File: config.mk
export PLATFORM = sky130hd
export DESIGN_NAME = matrix_load_sequencer
export DESIGN_NICKNAME = d
export VERILOG_FILES = /design/src/rtl/matrix_load_sequencer.sv
export SDC_FILE = /design/constraint.sdc
export NUM_CORES = 1
export LEC_CHECK = 0
export CAP_MARGIN = 30
export CORE_MARGIN = 2
export CORE_UTILIZATION = 54
export CTS_CLUSTER_DIAMETER = 120
export DETAILED_ROUTE_END_ITERATION = 8
export DONT_BUFFER_PORTS = 1
export GPL_ROUTABILITY_DRIVEN = 1
export PLACE_DENSITY = 0.79
export SYNTH_ARGS = -nofsm -noshare
export SYNTH_HDL_FRONTEND = slang
export SYNTH_SLANG_ARGS = --single-unit
File: constraint.sdc
create_clock -name clk -period 1.67 [get_ports clk]
set_input_delay 0.167 -clock clk [delete_from_list [all_inputs] [get_ports clk]]
set_output_delay 0.167 -clock clk [all_outputs]
set_load 0.03 [all_outputs]
File: src/rtl/matrix_load_sequencer.sv
// -----------------------------------------------------------------------------
// matrix_load_sequencer
//
// Upstream feeder for the parallel matrix multiplier. A start pulse begins a
// load. The block reads square N x N matrices A and B from two synchronous
// element memories. Each pair of vertically adjacent elements is packed into a
// multiplier input word {A[r][c], A[r+1][c], B[r][c], B[r+1][c]}. Each word is
// presented with a one-cycle read_en strobe.
//
// The scan order is column-major over row pairs:
//   for c = 0..N-1, for r = 0,2,..,N-2 -> one word (N*N/2 words per load).
// Each word takes ADDR_LO -> ADDR_HI -> CAP_HI -> EMIT. The block waits in
// WAIT while sink_ready is low. A one-cycle done pulse follows the last word.
//
// Ports:
//   clk        in   clock
//   reset      in   synchronous, active-high reset
//   start      in   begin a load (sampled only in IDLE)
//   a_addr     out  A memory read address, row-major r*N+c
//   a_data     in   A memory read data, valid one cycle after a_addr
//   b_addr     out  B memory read address, always equal to a_addr
//   b_data     in   B memory read data, valid one cycle after b_addr
//   sink_ready in   downstream can accept a word
//   rdata      out  packed word, MSB first; holds until the next capture
//   read_en    out  one-cycle strobe, rdata valid while high
//   busy       out  high in every state except IDLE
//   done       out  one-cycle pulse after the last word
//   word_cnt   out  words emitted in the current load
// -----------------------------------------------------------------------------
module matrix_load_sequencer #(
    parameter int WIDTH        = 8,
    parameter int MATRIX_WIDTH = 4,
    parameter int ADDR_W       = 4
) (
    input  logic                 clk,
    input  logic                 reset,
    input  logic                 start,
    output logic [ADDR_W-1:0]    a_addr,
    input  logic [WIDTH-1:0]     a_data,
    output logic [ADDR_W-1:0]    b_addr,
    input  logic [WIDTH-1:0]     b_data,
    input  logic                 sink_ready,
    output logic [4*WIDTH-1:0]   rdata,
    output logic                 read_en,
    output logic                 busy,
    output logic                 done,
    output logic [ADDR_W-1:0]    word_cnt
);

    localparam int N  = MATRIX_WIDTH;
    // One extra bit so that c can reach N after the last word without wrapping.
    localparam int CW = $clog2(N) + 1;

    localparam logic [CW-1:0] R_LAST = CW'(N - 2);
    localparam logic [CW-1:0] C_LAST = CW'(N - 1);

    typedef enum logic [2:0] {
        IDLE,
        ADDR_LO,
        ADDR_HI,
        CAP_HI,
        WAIT,
        EMIT,
        DONE
    } state_t;

    state_t               state_q, state_d;
    logic [CW-1:0]        r_q, r_d;
    logic [CW-1:0]        c_q, c_d;
    logic [WIDTH-1:0]     lo_a_q, lo_a_d;
    logic [WIDTH-1:0]     lo_b_q, lo_b_d;
    logic [4*WIDTH-1:0]   rdata_q, rdata_d;
    logic [ADDR_W-1:0]    word_cnt_q, word_cnt_d;

    logic [CW-1:0]        row_sel;
    logic [ADDR_W-1:0]    addr;

    // ADDR_HI addresses the lower row of the pair. Every other state presents
    // r*N+c, so the memories already see the next pair's top element in IDLE.
    always_comb begin
        row_sel = r_q;
        if (state_q == ADDR_HI) begin
            row_sel = r_q + CW'(1);
        end
        addr = ADDR_W'(row_sel) * ADDR_W'(N) + ADDR_W'(c_q);
    end

    always_comb begin
        state_d    = state_q;
        r_d        = r_q;
        c_d        = c_q;
        lo_a_d     = lo_a_q;
        lo_b_d     = lo_b_q;
        rdata_d    = rdata_q;
        word_cnt_d = word_cnt_q;

        unique case (state_q)
            IDLE: begin
                if (start) begin
                    state_d = ADDR_LO;
                end
            end

            ADDR_LO: begin
                state_d = ADDR_HI;
            end

            ADDR_HI: begin
                // Data for the ADDR_LO address arrives this cycle.
                lo_a_d  = a_data;
                lo_b_d  = b_data;
                state_d = CAP_HI;
            end

            CAP_HI: begin
                // The hi elements go straight into the packed word. They
                // are needed nowhere else, so they get no separate register.
                rdata_d = {lo_a_q, a_data, lo_b_q, b_data};
                state_d = sink_ready ? EMIT : WAIT;
            end

            WAIT: begin
                if (sink_ready) begin
                    state_d = EMIT;
                end
            end

            EMIT: begin
                word_cnt_d = word_cnt_q + ADDR_W'(1);
                if (r_q == R_LAST) begin
                    r_d = '0;
                    c_d = c_q + CW'(1);
                end else begin
                    r_d = r_q + CW'(2);
                end
                if ((r_q == R_LAST) && (c_q == C_LAST)) begin
                    state_d = DONE;
                end else begin
                    state_d = ADDR_LO;
                end
            end

            DONE: begin
                r_d        = '0;
                c_d        = '0;
                word_cnt_d = '0;
                state_d    = IDLE;
            end

            default: begin
                state_d = IDLE;
            end
        endcase
    end

    always_ff @(posedge clk) begin
        if (reset) begin
            state_q    <= IDLE;
            r_q        <= '0;
            c_q        <= '0;
            lo_a_q     <= '0;
            lo_b_q     <= '0;
            rdata_q    <= '0;
            word_cnt_q <= '0;
        end else begin
            state_q    <= state_d;
            r_q        <= r_d;
            c_q        <= c_d;
            lo_a_q     <= lo_a_d;
            lo_b_q     <= lo_b_d;
            rdata_q    <= rdata_d;
            word_cnt_q <= word_cnt_d;
        end
    end

    assign a_addr   = addr;
    assign b_addr   = addr;
    assign rdata    = rdata_q;
    assign read_en  = (state_q == EMIT);
    assign done     = (state_q == DONE);
    assign busy     = (state_q != IDLE);
    assign word_cnt = word_cnt_q;

endmodule

==> results by group, run 1 <==
CTS
  • Sink Count: 60
  • CTS max path bufs: 2
  • CTS clk-pin slew, worst paths: 60 ps
  • CTS tree: yes
  • Worst-skew pair later-pin latency: 330 ps
  • CTS H-tree lvls: 3
  • Root Driver: clkbuf_8
  • Num CTS Buffers: 9
  • Post-CTS Setup Inserts: 0

Critical path
  • Crit Path Category: flip-flop to output pin
  • Reg-to-reg slack, setup: around 110 ps
  • Crit-path max FO: 2
  • Worst r2r dst: c_q[0]
  • Worst EP required: about 1500 ps
  • CP startpoint: state_q[0]
  • RR Startpoint: r_q[1]
  • Crit. path cell count: 5
  • Worst path top cell family by delay: simple AND/OR/NAND/NOR gates
  • Reg2Reg Depth: 4
  • Worst path slowest cell: or3b_4
  • Bufs and invs on worst path: 2
  • CP startpoint kind: flip-flop
  • Crit-path max cell delay: 420 ps
  • Worst Path Arrival: between 1500 and 2000 ps
  • Critical Path End: a_addr[3]
  • Sequence of cells on the critical path: or3b_4 -> clkinv_4 -> ha_4 -> xor2_4 -> buf_12
  • Worst Setup End Kind: output pin

Layout
  • Final core occ: between 60% and 70%
  • Filler Cell Count: roughly 360
  • Antenna cells: 0
  • Multi-input gate area: roughly 1100 sq um
  • Register area: approximately 1200 sq um
  • Layout Nets: between 300 and 400
  • Share of cells above drive strength 1: between 15 and 20%
  • Synth-to-Final Area Change: 20.8%

Power
  • P_leak: just over 1 nW
  • Clk pwr share: between 40% and 50%
  • VDD IR max: slightly above 700 uV
  • Switching part of the total: between 20% and 30%
  • Pwr Density: about 1100 nW/um^2
  • Cell internal pwr: between 2 and 3 mW
  • Comb pwr share: 10.6%
  • Reg power frac: 46.7%
  • Psw: just over 800 uW

Floorplan
  • Die height: roughly 71 um
  • # IOs: 67
  • Die area: approximately 5000 sq um
  • Core Area: 4320 sq um
  • Row count: 24
  • Initial Util: 55.6%
  • Die W: between 70 and 80 um

STA
  • Final TNS setup: -167 ps
  • Tightest Pin Transition: between 400 and 500 ps
  • Setup Skew: 5.36 ps
  • Post-route clock period utilization: 105%
  • Slew Limit Fails: 0
  • FMAX: 0.570 GHz
  • Fin crit period: 1750 ps
  • Setup ws final: -83.7 ps
  • Slew headroom: 72.6%
  • Hold Fails Final Rpt: 0
  • RSZ-0062 raised after global routing: yes
  • Endpoints failing setup: 2

Logic synthesis
  • Mapped Area: 2400 sq um
  • Syn avg cell area: about 8.2 sq um
  • Synth Register Bits: 60
  • Sequential cell area fraction in the yosys report: about half
  • Mapped Nets: between 300 and 400
  • Post-Syn Instances: just under 300
  • Post-synth cell types: 29
  • Synth warn: 0

Place
  • Final GP Congestion: roughly 0.73
  • Port bufs: 0
  • DP HPWL: roughly 3100 um

Global routing
  • Vias in the first global route: 1933
  • Gr usage total: 22.5%
  • First-pass GRT wire length: 8870 um
  • GR Overflow Total: 0
  • Antenna violations before repair: 0
  • Largest net degree at the start of global routing: 60

Route
  • First-pass detailed-route iteration total: 4
  • Final WL: ~5300 um
  • DR vias/cell: 5.43
  • Avg WL per Cell: between 10 and 15 um
  • Drc violations: 0
  • Antenna-violating nets left: 0
  • Vias: just under 2000
  • Initial DRC count: 82

Status
  • Failing checks: setup timing
  • Status: finished with violations

Hold path
  • Hold_sp: reset
  • Hold Path Class: input pin to flip-flop

Flow run
  • Max-cap check violation count: 0
==> per-stage QoR <==
step | total power [mW] | cells | cell area (sq um) | worst slack, ps | hold slack (ps)
5_1_grt | 3.43 | 366 | 2900 | -152 | 21.5
2_1_floorplan | 1.82 | 293 | 2440 | -98.4 | 303
3_3_place_gp | 1.85 | 333 | 2490 | 239 | 238
4_1_cts | 3.33 | 366 | 2900 | -114 | 15.4
6_report | 3.31 | 366 | 2900 | -83.7 | 35.3
3_5_place_dp | 1.86 | 333 | 2490 | 187 | 238
==> layer usage <==
metal | vias up | wire length [um] | GRT usage, %
met4 | 0 | 114 | 9.85
met3 | 13 | 456 | 8.69
met1 | 910 | 2260 | 27.8
met5 | - | 0 | 0
li1 | 987 | - | -
met2 | 77 | 2450 | 35.1
==> Yosys cell counts (all sizes together) <==
| cell | number | share of area, % |
|---|---|---|
| buf | 18 | 4.9 |
| xor2 | 2 | 0.73 |
| nand3b | 5 | 1.7 |
| a21oi | 59 | 14 |
| inv | 7 | 1.1 |
| or2 | 2 | 0.52 |
| or3 | 2 | 0.52 |
| o211a | 1 | 0.42 |
| nor3 | 2 | 0.42 |
| clkbuf | 8 | 1.3 |
| a211o | 1 | 0.36 |
| a21bo | 1 | 0.42 |
| clkinv | 1 | 0.36 |
| a41oi | 1 | 0.36 |
| and3b | 1 | 0.36 |
| nand2b | 1 | 0.26 |
| nand4b | 2 | 0.73 |
| o211ai | 1 | 0.31 |
| nand2 | 101 | 16 |
| dfxtp | 60 | 50 |
| nand3 | 9 | 1.9 |
| ha | 6 | 3.1 |
| a311oi | 1 | 0.36 |
| or3b | 1 | 0.36 |
==> timing repair <==
action,CTS,global route
hold endpoints to repair,59,0
pin swaps,1,1
hold buffers,17,0
gates resized for setup,1,0
endpoints found under the setup margin,2,2
==> registers in the layout, indices dropped and copies added (netlist names) <==
signal / count
r_q: 2
lo_a_q: 8
word_cnt: 4
state_q: 3
c_q: 3
lo_b_q: 8
rdata: 32
==> worst register-to-register path, stage by stage, from the launching register on <==
cell and delay, ps:
dfxtp_1 490, ha_1 290, nand4b_1 210, or2_2 330, a21oi_1 170
==> worst min path at each step <==
stage,endpoint,slack (ps),depth (start not counted)
global route,state_q[0],20,2
finish,state_q[0],40,2
detailed placement,lo_a_q[0],240,1
floorplan,lo_a_q[2],300,2
CTS,state_q[0],20,2
global placement,lo_a_q[0],240,1
==> cell usage in the layout, fill, tap and decap left out, types with 2 or more instances in the layout <==
cell type,count
nand2_1,101
dfxtp_1,59
a21oi_1,50
dlygate4sd3_1,16
buf_4,11
clkbuf_8,10
a21oi_2,9
nand3_1,9
inv_1,6
ha_1,5
nand3b_1,4
buf_12,3
or3_1,2
nand4b_1,2
or2_2,2
nor3_1,2
bufinv_16,2
clkbuf_1,2
==> cell type report <==
class	count	area share [%]
sequential	60	41.4
multi-input combinational	199	36.2
timing repair buffer	31	11.4
clock buffer	12	5.00
clock inverter	4	2.50
tap	52	2.24
inverter	8	1.21
==> cell families after synthesis <==
logic type	count (synthesis)	synth area share (%)
fa+ha+maj	6	3.12
buf+inv	34	7.66
compound gates	65	15.9
xor+xnor	2	0.729
flops	60	50.0
simple gates	126	22.6
==> power by group through the flow <==
stage                     clock network [mW]  logic [mW]  registers [mW]
after floorplan                            0       0.251            1.57
after global placement                     0       0.276            1.57
final                                   1.42       0.350            1.54
after global routing                    1.50       0.381            1.55
after CTS                               1.44       0.351            1.54
after detailed placement                   0       0.282            1.58
Note: power is estimated with default switching activity, not from simulation.
==> inputs of run 2 (changes only) <==
BUFFER_PORTS_ARGS = -buffer_cell sky130_fd_sc_hd__buf_2   (was default)
CELL_PAD_IN_SITES_DETAIL_PLACEMENT = 1   (was default)
CELL_PAD_IN_SITES_GLOBAL_PLACEMENT = 2   (was default)
CORE_UTILIZATION = 29   (was 54)
DONT_BUFFER_PORTS = default   (was 1)
PLACE_DENSITY = 0.88   (was 0.79)
==> results by group, run 2 (synthesis results as in run 1) <==
Status
  • Status: finished with violations
  • Failing checks: setup timing

Layout
  • Non-Filler Instances: 465
  • Antenna cells: 0
  • Multi-input gate area: ~1100 sq um
  • Register area: roughly 1200 sq um
  • Fin area: ~3200 sq um
  • Layout Nets: 381
  • Synth-to-Final Area Change: 32.4%
  • Largest register FFs: 32
  • Share of cells above drive strength 1: between 30% and 40%
  • Most frequent cells in the layout: 101 x nand2_1, 61 x buf_2, 59 x dfxtp_1
  • Most common library cell in the layout ignoring fill and taps: nand2_1
  • Filler Cell Count: between 900 and 1000

STA
  • FMAX: roughly 0.56 GHz
  • Hold Fails Final Rpt: 0
  • Slew Limit Fails: 0
  • Tightest Pin Transition: about 360 ps
  • Fin crit period: ~1800 ps
  • RSZ-0062 raised after global routing: yes
  • Slew headroom: ~76%
  • Endpoints failing setup: 2
  • Setup Skew: around 7.9 ps
  • Post-route clock period utilization: 106%
  • Setup ws final: -102 ps

Hold path
  • Hold Path Class: input pin to flip-flop
  • Worst hold path cell count: 3

Place
  • Cells after DPL: 449
  • Port bufs: 66
  • DP HPWL: about 4200 um
  • Final GP Congestion: 0.705
  • Dpl cell area: about 2900 sq um

Global routing
  • First-pass GRT wire length: 9730 um
  • Largest net degree at the start of global routing: 33
  • GR Overflow Total: 0
  • Gr usage total: about 14%
  • Vias in the first global route: ~2100
  • Antenna violations before repair: 0

Power
  • VDD IR max: ~430 uV
  • P_leak: ~1.3 nW
  • Pwr Density: about 1200 nW/um^2

Critical path
  • Crit-path max FO: 2
  • Crit-path max cell delay: about 400 ps
  • Crit Path Category: flip-flop to output pin
  • Worst path slowest cell: or3b_4
  • Worst Path Arrival: between 1500 and 2000 ps
  • Sequence of cells on the critical path: or3b_4 -> clkinv_4 -> ha_4 -> xor2_4 -> buf_6
  • CP startpoint kind: flip-flop
  • Worst EP required: around 1500 ps
  • Reg2Reg Depth: 5
  • Worst Setup End Kind: output pin

Route
  • DR vias/cell: ~4.7
  • Final WL: roughly 6000 um
  • Vias: roughly 2200
  • First-pass detailed-route iteration total: 4
  • Antenna-violating nets left: 0
  • Drc violations: 0
  • Avg WL per Cell: between 10 and 15 um
  • Initial DRC count: 34

CTS
  • Worst-skew pair later-pin latency: between 300 and 400 ps
  • Root Driver: clkbuf_8
  • CTS Hold Buffers Added: 0
  • CTS tree: yes
  • Sink Count: 60
  • Num CTS Buffers: 9
  • CTS max path bufs: 2
  • CTS clk-pin slew, worst paths: roughly 70 ps
  • Post-CTS Setup Inserts: 0
  • CTS H-tree lvls: 3

Floorplan
  • Row count: 33
  • Die W: 95.0 um
  • Die area: 9030 sq um
  • Initial Util: roughly 30%
  • Core Area: 8130 sq um
  • # IOs: 67
  • Die height: approximately 95 um

Flow run
  • Max-cap check violation count: 0
-- run 2: critical path, delay by kind of cell, from the launching register on --
kind / cells / cell delay, ps
xor+xnor: 1 / 170
flops: 1 / 330
buf+inv: 2 / 220
simple gates: 1 / 400
fa+ha+maj: 1 / 150
-- run 2: what timing repair did --
action	CTS	global route
gates cloned	0	0
pin swaps	1	0
gates resized for setup	10	2
setup endpoints to repair	5	5
-- run 2: path summary, 6_finish.rpt --
check	from	to	slack, ps
max	state_q[1]	b_addr[3]	-100
max reg2reg	c_q[0]	state_q[0]	290
min reg2reg	rdata[13]	rdata[13]	450
min	b_data[5]	rdata[5]	80
-- run 2: report_power, final --
group / internal, mW / switching, mW
combinational: 0.151 / 0.262
sequential: 1.48 / 0.0258
clock: 1.19 / 0.608
total: 2.82 / 0.895
-- run 2: per-stage QoR --
stage / utilization [%] / setup TNS (ps) / power, mW / setup WS, ps / hold WS, ps
after floorplan: - / -98.4 / 1.82 / -98.4 / 303
after global placement: 35.3 / 0 / 1.93 / 208 / 425
after detailed placement: 35.3 / 0 / 1.94 / 174 / 434
after CTS: 39.0 / -292 / 3.77 / -147 / 60.0
after global routing: 39.1 / -382 / 3.87 / -175 / 64.8
final: 39.1 / -201 / 3.72 / -102 / 76.9
-- run 2: layer usage --
metal	GRT usage, %	share of wire [%]
met5	0	0
met4	7.61	1.7
met3	3.24	4.1
met2	25.2	51
met1	16.0	43
-- run 2: final cells by class --
| type | instances | area share [%] |
|---|---|---|
| sequential | 60 | 37.8 |
| timing repair buffer | 77 | 15.0 |
| clock inverter | 6 | 4.21 |
| clock buffer | 10 | 4.33 |
| inverter | 8 | 1.18 |
| multi-input combinational | 199 | 33.3 |
| tap | 105 | 4.13 |
==> inputs of run 3 (changes only) <==
ABC_AREA = 1   (was default)
CORE_UTILIZATION = 28   (was 29)
PLACE_DENSITY = 0.87   (was 0.88)
==> results by group, run 3 <==
STA
  • FMAX: about 0.62 GHz
  • Hold Fails Final Rpt: 0
  • Tightest Pin Transition: 607 ps
  • Slew Limit Fails: 0
  • Fin crit period: approximately 1600 ps
  • Hold WS: 93.0 ps
  • RSZ-0062 raised after global routing: yes
  • Slew headroom: just under 60%
  • Setup Skew: 8.38 ps
  • Endpoints failing setup: 0
  • Final TNS setup: 0 ps
  • Post-route clock period utilization: between 90% and 100%

Floorplan
  • # IOs: 67
  • Initial Util: a little under 30%
  • Die area: ~9200 sq um
  • Die W: between 90 and 100 um
  • Die height: 96.1 um
  • Row count: 33
  • Core Area: between 8000 and 9000 sq um

Hold path
  • Hold Path Class: input pin to flip-flop

CTS
  • CTS tree: yes
  • Worst-skew pair later-pin latency: 330 ps
  • CTS clk-pin slew, worst paths: 70 ps
  • CTS Hold Buffers Added: 0
  • Num CTS Buffers: 9
  • CTS H-tree lvls: 3
  • Sink Count: 60
  • Root Driver: clkbuf_8
  • CTS max path bufs: 2

Logic synthesis
  • Mapped Nets: between 300 and 400
  • Synth warn: 0
  • Sequential cell area fraction in the yosys report: about half
  • Top post-synthesis cells by count: 60 x dfxtp_1, 60 x nor2_1, 42 x o21ai_0, 37 x nand2_1, 31 x a21oi_1
  • Mapped Area: around 2400 sq um
  • Number of flops mapped to enable cells by yosys: 0
  • Area leader, netlist: dfxtp_1
  • Synth Flop Type: dfxtp_1
  • Async SR Flop Fraction: 0%
  • Syn avg cell area: around 7.7 sq um
  • Post-synth cell types: 20
  • Synth Register Bits: 60
  • Synth area leaders: dfxtp_1 51%, nor2_1 9.5%, o21ai_0 8.8%
  • Post-Syn Instances: just over 300
  • Post-synth top area share: 50.6%

Power
  • Pwr Density: around 1200 nW/um^2
  • VDD IR max: about 380 uV
  • P_leak: 1.36 nW
  • Final Power: 3.55 mW

Layout
  • Layout Nets: 395
  • Fin area: approximately 3000 sq um
  • Antenna cells: 0
  • Register area: 1210 sq um
  • Most frequent cells in the layout: 64 x buf_2, 60 x nor2_1, 58 x dfxtp_1
  • Share of cells above drive strength 1: around a quarter
  • Most common library cell in the layout ignoring fill and taps: buf_2
  • Filler Cell Count: 1024
  • Largest register FFs: 32
  • Final core occ: between 30 and 40%
  • Synth-to-Final Area Change: 26.7%
  • Multi-input gate area: 960 sq um

Place
  • Dpl cell area: approximately 2800 sq um
  • Final GP Congestion: about 0.73
  • DP HPWL: between 4000 and 5000 um
  • Port bufs: 66

Route
  • Avg WL per Cell: between 10 and 15 um
  • First-pass detailed-route iteration total: 4
  • Initial DRC count: between 60 and 70
  • Final WL: between 6000 and 7000 um
  • DR vias/cell: about 4.5
  • Drc violations: 0
  • Vias: around 2200
  • Antenna-violating nets left: 0

Global routing
  • Vias in the first global route: 2154
  • First-pass GRT wire length: around 9900 um
  • Largest net degree at the start of global routing: 42
  • GR Overflow Total: 0
  • Gr usage total: between 10% and 20%
  • Antenna violations before repair: 0

Status
  • Status: finished, final reports clean

Critical path
  • CP startpoint kind: flip-flop
  • Worst Path Arrival: approximately 1400 ps
  • Worst EP required: about 1500 ps
  • Crit Path Category: flip-flop to output pin
  • Worst Setup End Kind: output pin
  • Crit-path max FO: 6

Flow run
  • Max-cap check violation count: 0
run 3: layer usage:
layer | up-vias | GRT usage [%] | part of all wire (%)
met5 | - | 0 | 0
met4 | 0 | 6.79 | 1.3
met3 | 5 | 3.76 | 4.0
met2 | 38 | 25.0 | 51
met1 | 1009 | 15.7 | 44
li1 | 1100 | - | -
run 3: what timing repair did:
action	4_1_cts	5_1_grt
setup buffers	0	0
setup endpoints to repair	5	6
resized for setup	2	10
run 3: where the power goes:
part           internal [mW]  total, mW  switching [mW]
sequential              1.55       1.61          0.0594
clock                  0.766       1.32           0.555
combinational          0.195      0.627           0.431
run 3: stage by stage:
stage	setup slack (ps)	cells
floorplan	25.4	307
global placement	324	463
detailed placement	244	463
CTS	-21.6	479
global route	-26.1	479
finish	68.5	479
run 3: final timing paths:
check,to,slack [ps],cells after the start,startpoint
setup / recovery,b_addr[3],70,6,state_q[0]
hold / removal,lo_b_q[3],90,3,b_data[3]
setup reg to reg,rdata[30],330,5,state_q[2]
hold reg to reg,rdata[29],460,2,lo_a_q[5]
run 3: cells by family (layout without fill, tap and decap cells):
logic type | Yosys count | in the layout | synth area share (%)
simple gates | 115 | 115 | 19.6
compound gates | 74 | 74 | 15.7
flops | 60 | 60 | 50.6
buf+inv | 51 | 118 | 10.6
fa+ha+maj | 6 | 6 | 3.16
xor+xnor | 1 | 1 | 0.369
run 3: final cells by class:
cell class	instances	area share (%)
Sequential cell	60	40.1
Clock inverter	4	1.58
Timing Repair Buffer	74	13.4
Clock buffer	12	5.15
Tap cell	105	4.36
Inverter	28	3.57
Multi-Input combinational cell	196	31.9
run 3: worst max-delay path: stages, from the launching register on:
cell and delay (ps):
dfxtp_4 370, inv_1 100, nand3_2 90, inv_2 80
ha_4 150, xor2_4 180, buf_6 150
